==> src/rtl/multicycle_ctrl.sv <==
`default_nettype none
// +----------------------------------------------------------------------------+
// | multicycle_ctrl                                                            |
// | Multi-cycle RV32 control FSM: sequences fetch/decode/execute/memory/       |
// | writeback, drives datapath selects and counts retired instructions.        |
// | Optional: define MULTICYCLE_CTRL_TRAP_EN to trap on unrecognised opcodes.  |
// | Revision: 1.0 - initial release                                            |
// +----------------------------------------------------------------------------+
module multicycle_ctrl #(
  parameter int CNT_W = 32
) (
  input  logic             clk,
  input  logic             rst,
  input  logic [31:0]      instr,
  input  logic             zero,
  input  logic             mem_ready,
  output logic             mem_req,
  output logic             mem_we,
  output logic             adr_src,
  output logic             ir_write,
  output logic             pc_en,
  output logic             reg_write,
  output logic [1:0]       alu_src_a,
  output logic [1:0]       alu_src_b,
  output logic [1:0]       alu_op,
  output logic [1:0]       result_src,
  output logic             retire,
  output logic [CNT_W-1:0] instret,
`ifdef MULTICYCLE_CTRL_TRAP_EN
  output logic             illegal,
`endif
  output logic [3:0]       state
);

  typedef enum logic [3:0] {
    S_FETCH  = 4'd0,
    S_DECODE = 4'd1,
    S_MEMADR = 4'd2,
    S_MEMRD  = 4'd3,
    S_MEMWB  = 4'd4,
    S_MEMWR  = 4'd5,
    S_EXEC_R = 4'd6,
    S_EXEC_I = 4'd7,
    S_ALUWB  = 4'd8,
`ifdef MULTICYCLE_CTRL_TRAP_EN
    S_BRANCH = 4'd9,
    S_TRAP   = 4'd10
`else
    S_BRANCH = 4'd9
`endif
  } state_t;

  localparam logic [6:0] c_OP_LOAD   = 7'b0000011;
  localparam logic [6:0] c_OP_STORE  = 7'b0100011;
  localparam logic [6:0] c_OP_RTYPE  = 7'b0110011;
  localparam logic [6:0] c_OP_ITYPE  = 7'b0010011;
  localparam logic [6:0] c_OP_BRANCH = 7'b1100011;

  localparam logic [CNT_W-1:0] c_CNT_ONE = {{(CNT_W-1){1'b0}}, 1'b1};

  state_t           r_state;
  logic [CNT_W-1:0] r_instret;

  // Only the opcode and instr[5] (load vs store) steer the sequence.
  wire w_unused_instr = ^instr[31:7];

  // State register and retire counter; reset abandons any instruction in flight.
  always_ff @(posedge clk or posedge rst) begin
    if (rst) begin
      r_state   <= S_FETCH;
      r_instret <= '0;
    end else begin
      case (r_state)
        S_FETCH:  if (mem_ready) r_state <= S_DECODE;
        S_DECODE: begin
          case (instr[6:0])
            c_OP_LOAD,
            c_OP_STORE:  r_state <= S_MEMADR;
            c_OP_RTYPE:  r_state <= S_EXEC_R;
            c_OP_ITYPE:  r_state <= S_EXEC_I;
            c_OP_BRANCH: r_state <= S_BRANCH;
`ifdef MULTICYCLE_CTRL_TRAP_EN
            default:     r_state <= S_TRAP;
`else
            default:     r_state <= S_FETCH;
`endif
          endcase
        end
        S_MEMADR: r_state <= instr[5] ? S_MEMWR : S_MEMRD;
        S_MEMRD:  if (mem_ready) r_state <= S_MEMWB;
        S_MEMWB:  r_state <= S_FETCH;
        S_MEMWR:  if (mem_ready) r_state <= S_FETCH;
        S_EXEC_R: r_state <= S_ALUWB;
        S_EXEC_I: r_state <= S_ALUWB;
        S_ALUWB:  r_state <= S_FETCH;
        S_BRANCH: r_state <= S_FETCH;
`ifdef MULTICYCLE_CTRL_TRAP_EN
        S_TRAP:   r_state <= S_TRAP;
`endif
        default:  r_state <= S_FETCH;
      endcase
      if (retire) r_instret <= r_instret + c_CNT_ONE;
    end
  end

  // Moore decode of the state register; pc_en/ir_write/retire also see mem_ready or zero.
  always_comb begin
    mem_req    = 1'b0;
    mem_we     = 1'b0;
    adr_src    = 1'b0;
    ir_write   = 1'b0;
    pc_en      = 1'b0;
    reg_write  = 1'b0;
    retire     = 1'b0;
    alu_src_a  = 2'b00;
    alu_src_b  = 2'b00;
    alu_op     = 2'b00;
    result_src = 2'b00;
    case (r_state)
      S_FETCH: begin
        mem_req    = 1'b1;
        alu_src_b  = 2'b10;
        result_src = 2'b10;
        ir_write   = mem_ready;
        pc_en      = mem_ready;
      end
      S_DECODE: begin
        alu_src_a = 2'b01;
        alu_src_b = 2'b01;
      end
      S_MEMADR: begin
        alu_src_a = 2'b10;
        alu_src_b = 2'b01;
      end
      S_MEMRD: begin
        mem_req = 1'b1;
        adr_src = 1'b1;
      end
      S_MEMWB: begin
        result_src = 2'b01;
        reg_write  = 1'b1;
        retire     = 1'b1;
      end
      S_MEMWR: begin
        mem_req = 1'b1;
        mem_we  = 1'b1;
        adr_src = 1'b1;
        retire  = mem_ready;
      end
      S_EXEC_R: begin
        alu_src_a = 2'b10;
        alu_op    = 2'b10;
      end
      S_EXEC_I: begin
        alu_src_a = 2'b10;
        alu_src_b = 2'b01;
        alu_op    = 2'b10;
      end
      S_ALUWB: begin
        reg_write = 1'b1;
        retire    = 1'b1;
      end
      S_BRANCH: begin
        alu_src_a = 2'b10;
        alu_op    = 2'b01;
        pc_en     = zero;
        retire    = 1'b1;
      end
      default: ;
    endcase
  end

`ifdef MULTICYCLE_CTRL_TRAP_EN
  assign illegal = (r_state == S_TRAP);
`endif

  assign state   = r_state;
  assign instret = r_instret;

endmodule
`default_nettype wire

==> config.mk <==
export PLATFORM = sky130hd
export DESIGN_NAME = multicycle_ctrl
export DESIGN_NICKNAME = d
export VERILOG_FILES = /design/src/rtl/multicycle_ctrl.sv
export SDC_FILE = /design/constraint.sdc
export NUM_CORES = 1
export LEC_CHECK = 0
export ABC_CLOCK_PERIOD_IN_PS = 2000
export CAP_MARGIN = 20
export CORE_UTILIZATION = 43
export CTS_BUF_LIST = sky130_fd_sc_hd__clkbuf_2 sky130_fd_sc_hd__clkbuf_4 sky130_fd_sc_hd__clkbuf_8
export DETAILED_ROUTE_END_ITERATION = 7
export GPL_ROUTABILITY_DRIVEN = 0
export PLACE_DENSITY = 0.83
export SLEW_MARGIN = 5
export SYNTH_ARGS = -nofsm -noshare
export SYNTH_HDL_FRONTEND = slang
export SYNTH_SLANG_ARGS = --single-unit
==> constraint.sdc <==
create_clock -name clk -period 2 [get_ports clk]
set_input_delay 0.3 -clock clk [delete_from_list [all_inputs] [get_ports clk]]
set_output_delay 0.3 -clock clk [all_outputs]
set_load 0.005 [all_outputs]
==> summary.md <==
Across the VDD grid, the largest voltage drop is 0.2862 mV. Share of cells above drive strength 1: 0.2403. The number of antenna violations at the first check in global routing is 0. The type of destination of the critical path is an output pin. The mean post-synth cell area came out at 10.46 um^2. In the synthesized netlist, the number of instances is 182. The run gives 87 as the number of top-level pins. Primary flip-flop cell chosen by synthesis mapping: dfrtp_1. The wire-length estimate of the detail-placed layout is 3.054 mm.

The count of final hold-check violations is 0, and the data required time of the worst path is 1.70 ns. TritonCTS built the clock tree. The worst path arrival time is 1.66 ns, and the upper clock frequency limit is 0.5106 GHz. Total iterations of the first detailed-routing run: 4. The share of synthesized area occupied by flip-flops and latches is 0.4731.

By area the synthesized netlist is led by dfrtp_1 (47%), xnor2_1 (9.2%), xor2_1 (6.0%). The clock transition time at the flip-flop clock pins of the worst setup and hold paths came out at 0.07 ns. The multi-input combinational cells in the finished layout cover a total of 996.0 um^2. The run gives 1730 as the total number of vias. The critical path in this run is classified as register to output pin. The CTS sink count came out at 36. The area growth from synthesis to layout is 56.31%. Yosys printed 0 warnings. The floorplan has 23 rows.

The total routed wire length on the met1 layer was 1.983 mm; the number of nets in the layout was 320. The tools report the worst slack on hold paths as 0.4162 ns. The first-iteration detailed-routing DRC count is 89. Dividing the detail-routed wire length by the instance count gives 13.80 um. The number of antenna diodes was 0. The flow ran to the end, and the final reports show no timing, DRC or antenna violations. The ratio of routed vias to standard cells is 5.195, and the post-layout minimum cycle time is 1.959 ns. The run gives 1904 um^2 as the post-synthesis cell area. The min-delay analysis places its worst path in the category input pin to async pin. The post-route antenna net violation count is 0, and the reg2reg setup slack is 0.08 ns.

After floorplanning, the core was sized to cover 4115 um^2. The H-tree generated during clock tree synthesis spans 2 levels. Hold repair after CTS inserted 0 buffers. The floorplan step set the die height to 68.55 um. The library cell used most frequently in the layout, excluding fill and tap cells, is clkdlybuf4s50_1.

The routed design has 4.596 mm of wire. At the pin with the least slew margin, the transition time is 0.4485 ns. The die covers 4699 um^2. The clock latency of the later-clocked register in the worst-skew pair is 0.28 ns.

The largest buffer count on any clock path is 2, and the floorplan die width is 68.55 um. The routed design uses 2.290 mm of met2 wire. The worst path meets setup with 0.04139 ns of slack.

The count of pins over their slew limit is 0, and the relative slew slack is 0.7010. Area share of the leading cell type in the synthesized netlist: 0.4731. The share of async-settable or async-resettable flops after synthesis was 1.000; the total power of the final layout was 1.758 mW. The element type at the critical path start is a register. dfrtp_1 takes more of the synthesized area than any other cell.

The logs give 0 for the global-route congestion overflow total and 0 for the count of unresolved DRC violations after routing. Timing analysis after detailed placement gives a worst setup slack of -0.07152 ns. The top layer reached by signal wires is met4.

In the final layout, flip-flops and latches occupy 904.6 um^2. Distinct cell type count after synthesis: 40. The run gives 0.4628 as the effective utilization at floorplan.

The tools report the number of global-route vias before repair as 1590. The detailed route wirelength on metal3 is 270 um, and the count of state elements after synthesis is 36. The first global-routing pass estimated 7.155 mm of wire. The clock root buffer was clkbuf_8. Counting flops with a built-in enable in the synthesized netlist gives 0.

The final design utilization is 0.7233. Clock skew after layout: 0.005887 ns. Buffers placed on the I/O ports in this run total 61. Along the worst path, the maximum fanout reaches 6.

The power density normalized to cell area is 590.5 nW/um^2. The number of failing setup endpoints in the final timing report is 0. The aggregate global-route resource usage came out at 0.2072.

In the layout the commonest cells are clkdlybuf4s50_1 (46), buf_4 (37), dfrtp_1 (33), xnor2_1 (20), nand2_1 (16). In this run the static leakage power is 1.332 nW. The part of the cycle the worst path needs was 0.9793. Entering global routing, the biggest net connects 37 pins. After filler insertion, the fill cell instance count of the layout stands at 320. The number of clock buffers inserted by TritonCTS is 5. The logs give 219 for the net count after synthesis and 0 for the number of max-cap violations.
==> routing by layer <==
layer	global-route usage	up-vias
met4	0.08073	0
met2	0.3493	52
li1	-	837
met1	0.2518	836
met3	0.05263	5
met5	0	-
==> cell type report <==
type                       instances  share of cell area
clock inverter                     1            0.001681
tap                               50             0.02102
timing repair buffer             100              0.3069
sequential                        36              0.3039
clock buffer                       6             0.02564
multi-input combinational        135              0.3346
inverter                           5            0.006305
==> cells in the mapped netlist (2+ instances only) <==
library cell	instances
nor3_1	4
nor2b_1	4
xor2_1	13
nor3b_1	2
a211oi_1	2
or3_1	2
buf_2	2
buf_1	2
nand2b_1	4
and4_1	4
nand3_1	4
nor2_1	13
inv_1	5
or2_2	2
nand4_1	12
nand2_1	16
o21ai_0	3
xnor2_1	20
and2_1	3
dfrtp_1	36
nor3_2	5
a21o_1	2
and3_1	4
nor4_1	2
==> critical path, stage by stage (launching register included) <==
cell           delay (ns)
dfrtp_2              0.47
buf_4                0.16
xor2_1               0.15
nor2_1               0.07
a211oi_1             0.27
dlygate4sd2_1        0.27
==> kinds of logic after synthesis <==
logic type / synth area share
multiplexers: 0.01117
AO/OA/AOI/OAI: 0.04862
adder cells (fa/ha/maj): 0.006569
XOR/XNOR: 0.1518
AND/OR/NAND/NOR: 0.2819
flip-flops: 0.4731
buffers and inverters: 0.02694
==> registers in the layout (all words and copies together) (netlist names) <==
register,flops
state,4
instret,32
==> stage by stage <==
step	std cells	setup TNS, ns	instance area, um^2
3_5_place_dp	308	-0.3003	2703
3_3_place_gp	308	-0.1160	2703
6_report	333	0	2977
4_1_cts	324	-0.1285	2892
2_1_floorplan	182	0	1904
5_1_grt	333	-0.02485	2977
==> where the power goes <==
part           internal, mW  leakage [nW]  switching (mW)
Combinational         0.266         0.840           0.164
Clock                 0.250        0.0445           0.236
Sequential            0.773         0.448          0.0676
Total                  1.29          1.33           0.468
==> repair_timing <==
item	CTS	global route
setup buffers	9	9
endpoints found under the hold margin	0	0
gates resized for setup	25	8
pin swaps	1	3
setup endpoints to repair	15	13
==> worst paths after layout <==
| check | cells after the start | start | end |
|---|---|---|---|
| min | 3 | rst | instret[21] |
| max | 5 | state[1] | alu_src_b[0] |
| min reg2reg | 1 | instret[31] | instret[31] |
| max in group asynchronous | 3 | rst | state[0] |
| max reg2reg | 7 | state[0] | instret[28] |
| min in group clk | 1 | instret[31] | instret[31] |
No activity file was read; power rests on OpenSTA's default activity.
